## config.mk

```make
export PLATFORM = sky130hd
export DESIGN_NAME = sdram_burst_arbiter
export DESIGN_NICKNAME = d
export VERILOG_FILES = /design/src/rtl/sdram_burst_arbiter.sv
export SDC_FILE = /design/constraint.sdc
export NUM_CORES = 1
export LEC_CHECK = 0
export CORE_UTILIZATION = 35
export CTS_CLUSTER_SIZE = 12
export DETAILED_ROUTE_END_ITERATION = 8
export GPL_ROUTABILITY_DRIVEN = 1
export PLACE_DENSITY = 0.63
export SLEW_MARGIN = 20
export SYNTH_ARGS = -nofsm -noshare
export SYNTH_HDL_FRONTEND = slang
export SYNTH_SLANG_ARGS = --single-unit
```

## constraint.sdc

```tcl
create_clock -name clk -period 1.9 [get_ports clk]
set_input_delay 0.19 -clock clk [delete_from_list [all_inputs] [get_ports clk]]
set_output_delay 0.19 -clock clk [all_outputs]
set_load 0.02 [all_outputs]
```

## src/rtl/sdram_burst_arbiter.sv

```systemverilog
// sdram_burst_arbiter
//   Shares the single io_sdram burst-read port between two DMA clients.
//   Each client's single-cycle request is latched into a pending slot.
//   Pending slots are granted round-robin. Returned data/valid/done are
//   routed combinationally to the granted client only. Zero-length
//   requests are completed locally. Bursts that never finish are aborted
//   after TIMEOUT cycles in BUSY.
//
// Ports
//   clk, reset_n                 clock, asynchronous active-low reset
//   cN_burst_rd/addr/len/32bit   client N request pulse and fields (N = 0, 1)
//   cN_burst_data/_valid/_done   client N return path
//   mem_burst_rd/addr/len/32bit  registered request to io_sdram
//   mem_burst_data/_valid/_done  return path from io_sdram
//   err_overrun, err_timeout     sticky error flags, cleared only by reset

module sdram_burst_arbiter #(
    parameter int unsigned TIMEOUT = 65535
) (
    input  logic        clk,
    input  logic        reset_n,

    input  logic        c0_burst_rd,
    input  logic [24:0] c0_burst_addr,
    input  logic [10:0] c0_burst_len,
    input  logic        c0_burst_32bit,
    output logic [31:0] c0_burst_data,
    output logic        c0_burst_data_valid,
    output logic        c0_burst_data_done,

    input  logic        c1_burst_rd,
    input  logic [24:0] c1_burst_addr,
    input  logic [10:0] c1_burst_len,
    input  logic        c1_burst_32bit,
    output logic [31:0] c1_burst_data,
    output logic        c1_burst_data_valid,
    output logic        c1_burst_data_done,

    output logic        mem_burst_rd,
    output logic [24:0] mem_burst_addr,
    output logic [10:0] mem_burst_len,
    output logic        mem_burst_32bit,
    input  logic [31:0] mem_burst_data,
    input  logic        mem_burst_data_valid,
    input  logic        mem_burst_data_done,

    output logic        err_overrun,
    output logic        err_timeout
);

    // Timer only ever has to hold TIMEOUT-1.
    localparam int unsigned TW = (TIMEOUT > 2) ? $clog2(TIMEOUT) : 1;

    typedef enum logic [1:0] {
        S_IDLE,
        S_BUSY,
        S_LOCAL_DONE
    } state_t;

    state_t             state_q, state_d;
    logic [1:0]         pend_q, pend_d;
    logic [1:0][24:0]   slot_addr_q, slot_addr_d;
    logic [1:0][10:0]   slot_len_q, slot_len_d;
    logic [1:0]         slot_w_q, slot_w_d;
    logic               grant_q, grant_d;
    logic               prio_q, prio_d;
    logic [TW-1:0]      timer_q, timer_d;
    logic               mem_rd_q, mem_rd_d;
    logic [24:0]        mem_addr_q, mem_addr_d;
    logic [10:0]        mem_len_q, mem_len_d;
    logic               mem_w_q, mem_w_d;
    logic [1:0]         ldone_q, ldone_d;
    logic               err_ov_q, err_ov_d;
    logic               err_to_q, err_to_d;

    logic [1:0]         req;
    logic [1:0][24:0]   req_addr;
    logic [1:0][10:0]   req_len;
    logic [1:0]         req_w;
    logic               pick;
    logic               busy;

    always_comb begin
        req      = {c1_burst_rd, c0_burst_rd};
        req_addr = {c1_burst_addr, c0_burst_addr};
        req_len  = {c1_burst_len, c0_burst_len};
        req_w    = {c1_burst_32bit, c0_burst_32bit};
        // Both pending: prio names the winner; otherwise the lone pending one.
        pick     = (&pend_q) ? prio_q : pend_q[1];
    end

    always_comb begin
        state_d     = state_q;
        pend_d      = pend_q;
        slot_addr_d = slot_addr_q;
        slot_len_d  = slot_len_q;
        slot_w_d    = slot_w_q;
        grant_d     = grant_q;
        prio_d      = prio_q;
        timer_d     = timer_q;
        mem_rd_d    = 1'b0;
        mem_addr_d  = mem_addr_q;
        mem_len_d   = mem_len_q;
        mem_w_d     = mem_w_q;
        ldone_d     = '0;
        err_ov_d    = err_ov_q;
        err_to_d    = err_to_q;

        unique case (state_q)
            S_IDLE: begin
                if (|pend_q) begin
                    grant_d      = pick;
                    pend_d[pick] = 1'b0;
                    if (slot_len_q[pick] != '0) begin
                        mem_rd_d   = 1'b1;
                        mem_addr_d = slot_addr_q[pick];
                        mem_len_d  = slot_len_q[pick];
                        mem_w_d    = slot_w_q[pick];
                        timer_d    = '0;
                        state_d    = S_BUSY;
                    end else begin
                        state_d    = S_LOCAL_DONE;
                    end
                end
            end
            S_BUSY: begin
                if (mem_burst_data_done) begin
                    prio_d  = ~grant_q;
                    state_d = S_IDLE;
                end else if (timer_q == TW'(TIMEOUT - 1)) begin
                    ldone_d[grant_q] = 1'b1;
                    err_to_d         = 1'b1;
                    prio_d           = ~grant_q;
                    state_d          = S_IDLE;
                end else begin
                    timer_d = timer_q + TW'(1);
                end
            end
            S_LOCAL_DONE: begin
                ldone_d[grant_q] = 1'b1;
                prio_d           = ~grant_q;
                state_d          = S_IDLE;
            end
            default: state_d = S_IDLE;
        endcase

        // Capture is evaluated after the grant's clear, so a request landing
        // in the same cycle its slot is consumed refills the slot.
        for (int unsigned n = 0; n < 2; n++) begin
            if (req[n]) begin
                if (pend_d[n]) begin
                    err_ov_d = 1'b1;
                end else begin
                    pend_d[n]      = 1'b1;
                    slot_addr_d[n] = req_addr[n];
                    slot_len_d[n]  = req_len[n];
                    slot_w_d[n]    = req_w[n];
                end
            end
        end
    end

    always_ff @(posedge clk or negedge reset_n) begin
        if (!reset_n) begin
            state_q     <= S_IDLE;
            pend_q      <= '0;
            slot_addr_q <= '0;
            slot_len_q  <= '0;
            slot_w_q    <= '0;
            grant_q     <= 1'b0;
            prio_q      <= 1'b0;
            timer_q     <= '0;
            mem_rd_q    <= 1'b0;
            mem_addr_q  <= '0;
            mem_len_q   <= '0;
            mem_w_q     <= 1'b0;
            ldone_q     <= '0;
            err_ov_q    <= 1'b0;
            err_to_q    <= 1'b0;
        end else begin
            state_q     <= state_d;
            pend_q      <= pend_d;
            slot_addr_q <= slot_addr_d;
            slot_len_q  <= slot_len_d;
            slot_w_q    <= slot_w_d;
            grant_q     <= grant_d;
            prio_q      <= prio_d;
            timer_q     <= timer_d;
            mem_rd_q    <= mem_rd_d;
            mem_addr_q  <= mem_addr_d;
            mem_len_q   <= mem_len_d;
            mem_w_q     <= mem_w_d;
            ldone_q     <= ldone_d;
            err_ov_q    <= err_ov_d;
            err_to_q    <= err_to_d;
        end
    end

    // Strobes from io_sdram only reach a client while its burst is BUSY.
    assign busy = (state_q == S_BUSY);

    assign c0_burst_data       = mem_burst_data;
    assign c1_burst_data       = mem_burst_data;
    assign c0_burst_data_valid = mem_burst_data_valid & busy & ~grant_q;
    assign c1_burst_data_valid = mem_burst_data_valid & busy &  grant_q;
    assign c0_burst_data_done  = (mem_burst_data_done & busy & ~grant_q) | ldone_q[0];
    assign c1_burst_data_done  = (mem_burst_data_done & busy &  grant_q) | ldone_q[1];

    assign mem_burst_rd    = mem_rd_q;
    assign mem_burst_addr  = mem_addr_q;
    assign mem_burst_len   = mem_len_q;
    assign mem_burst_32bit = mem_w_q;
    assign err_overrun     = err_ov_q;
    assign err_timeout     = err_to_q;

endmodule

```

==> metrics.csv <==
stage,metric,value,unit
outcome,failed_checks,negative setup slack,
global_route,grt_max_degree,52,
die,die_h,140,um
die,die_area,19500,um2
die,chipWidth,140,um
worst_setup_path,crit_required,2200,ps
worst_setup_path,worst_ep_arrival_time,2470,ps
worst_setup_path,end_kind,flop,
global_route,use_met1,20.9,%
die,core,18300,um2
sta,setup_slack,-265,ps
sta,whs,297,ps
logic_synthesis,synth-edff-count,0,
sta,slew-limit-headroom,65.0,%
sta,setup_viol,55,
sta,rsz0062_at_grt,yes,
global_route,antenna_found_initial,0,
logic_synthesis,synthTopCellsByArea,"dfrtp_1 52%, mux2_2 13%, buf_4 7.4%, mux2i_1 5.6%, nand2_1 3.7%",
sta,fmax,0.462,GHz
hold_path,hp-class,in -> async,
die,start_util,36.2,%
route,drc,0,
cts,cts_buffers,17,
logic_synthesis,yosys_warnings,0,
logic_synthesis,ys_types,47,
route,ant_nets,0,
logic_synthesis,synth_nets,681,
placement,hpwl,11.0,mm
global_route,grt_busiest_layer,met2,
logic_synthesis,synth_top_area_cell,dfrtp_1,
sta,slew_violations,0,
logic_synthesis,avgSynthCellArea,11.7,um2
sta,hold_viol_final,0,
cells_and_area,diodes,0,
sta,fin_crit,2170,ps
cells_and_area,final_area,9280,um2
route,drt_iter0_drc,243,
logic_synthesis,seq_area_frac_synth,52.2,%
route,vias,4870,
die,pin_count,220,
sta,tightest_slew,525,ps
cts,clock-sinks,138,
cts,tritoncts,built,
placement,dpl-instance-area,7930,um2
logic_synthesis,syn-cell-area,6620,um2
global_route,grtUsageTotal,18.9,%
cells_and_area,drive_gt1_share,36.5,%
sta,skew,5.67,ps
logic_synthesis,synth_top_area_share,52.2,%
global_route,grt_pass1_vias,5144,
worst_setup_path,critPathKind,reg -> reg,
cts,clkLatencyLatePin,420,ps
sta,period_share,114,%
cts,clockRootBuffer,clkbuf_16,
logic_synthesis,ys_ff_latch,138,
worst_setup_path,start_kind,flop,
logic_synthesis,synthArstFlopShare,100,%
global_route,use_met2,31.3,%
placement,gp_congestion,0.840,
logic_synthesis,syn_inst,564,
job,drv_cap,0,
route,totalWireLength,18.3,mm
global_route,grt_pass1_wl,28.0,mm
worst_setup_path,cp_max_fo,4,
pwr,peakVddDrop,0.930,mV
logic_synthesis,synth_commonest_cells,"138 x dfrtp_1, 75 x mux2_2, 65 x buf_4, 65 x nand2_1, 37 x mux2i_1",
pwr,powerDensity,1830,nW/um2
cts,cts_buffer_depth,2,
logic_synthesis,post-synth-top-count-cell,dfrtp_1,
global_route,gr-total-overflow,0,
cts,clkTransAtPathRegs,60,ps
die,rows,49,
cells_and_area,fin_nets,799,
route,wire_per_inst,19.8,um
cells_and_area,area_delta_synth_final,40.2,%
pwr,power_leakage,0.00402,uW
placement,portBuffers,123,
logic_synthesis,synth_top_flop_cell,dfrtp_1,
outcome,status,"finished, violations left",
cts,htree_levels,4,
pwr,power,17000,uW
route,first_pass_iters,5,
global_route,met3_usage,7.36,%
route,viasPerCell,5.28,
==> path summary, 6_finish.rpt <==
kind	slack [ps]	cells past startpoint	endpoint	start
max	-270	6	timer_q[10]	slot_len_q[1]
min	300	2	timer_q[12]	reset_n
max reg2reg	-270	6	timer_q[10]	slot_len_q[1]
min reg2reg	480	2	err_overrun	err_overrun
max in group asynchronous	970	3	state_q[1]	reset_n
min in group clk	380	2	slot_addr_q[29]	c1_burst_addr[4]
==> cell type report <==
class	instances	area (um2)
Inverter	9	33.8
Timing Repair Buffer	188	2040
Sequential cell	138	3450
Tap cell	229	287
Clock inverter	12	173
Multi-Input combinational cell	328	2850
Fill cell	1562	8990
Clock buffer	19	453
==> timing repair <==
action,CTS,global route
gates cloned,9,4
pin swaps,36,14
setup endpoints to repair,58,70
setup buffers,9,4
hold endpoints to repair,49,0
gates resized for setup,81,47
hold buffers,1,0
==> where the power goes <==
part / total (uW) / internal, uW / switching (uW)
registers: 5200 / 4310 / 892
clock network: 3530 / 2250 / 1280
logic: 8300 / 4330 / 3970
total: 17000 / 10900 / 6140
==> sequential cells by signal (all words and copies together), names as in the netlist, 2 cells and up <==
name and count:
slot_len_q 22, pend_q 2, ldone_q 2, slot_w_q 2
mem_burst_addr 25, mem_burst_len 11, state_q 2, slot_addr_q 50
timer_q 16
==> cells in the final DEF (no fill, tap or decap), types with 4 or more instances in the layout <==
master and n:
a211oi_2 5, o22a_1 8, buf_12 11, nand2_1 38, o21ai_0 13, clkdlybuf4s50_1 118
buf_6 6, nor2_1 5, mux2i_1 37, o21ai_2 22, dfrtp_1 138, nand2_4 10
o21ai_1 11, nand3_1 11, bufinv_16 4, a211oi_1 5, a211o_1 4, clkinv_2 4
clkbuf_16 20, and3_1 7, nand2_2 17, ha_1 4, mux2_2 75, buf_4 38
buf_16 5, inv_1 8
==> cell families after synthesis <==
family,after synthesis,share of synthesized area (%)
mux,112,18.4
flops,138,52.2
simple gates,111,7.67
fa+ha+maj,5,0.945
compound gates,96,10.1
buf+inv,102,10.7
==> through the flow <==
stage	setup slack, ps	utilization, %	cells	setup TNS, ps
floorplan	-44.2	-	564	-264
global placement	-211	43.4	867	-5350
detailed placement	-293	43.4	867	-7180
CTS	-243	49.4	916	-8950
global route	-306	50.8	923	-12850
finish	-265	50.8	923	-10090
==> worst max-delay path: stages (launching register included) <==
cell	delay, ps
dfrtp_1	370
or4_4	530
a2111o_1	440
buf_4	190
o221ai_2	130
a211oi_1	140
o22a_1	230
==> routing by layer <==
| metal | share of wire [%] | vias to the layer above | routed length [um] |
|---|---|---|---|
| met5 | 0 | - | 0 |
| met4 | 3.6 | 0 | 665 |
| met3 | 8.6 | 77 | 1570 |
| met2 | 49 | 175 | 8990 |
| met1 | 39 | 2415 | 7090 |
| li1 | - | 2203 | - |
Note: power is estimated with default switching activity, not from simulation.
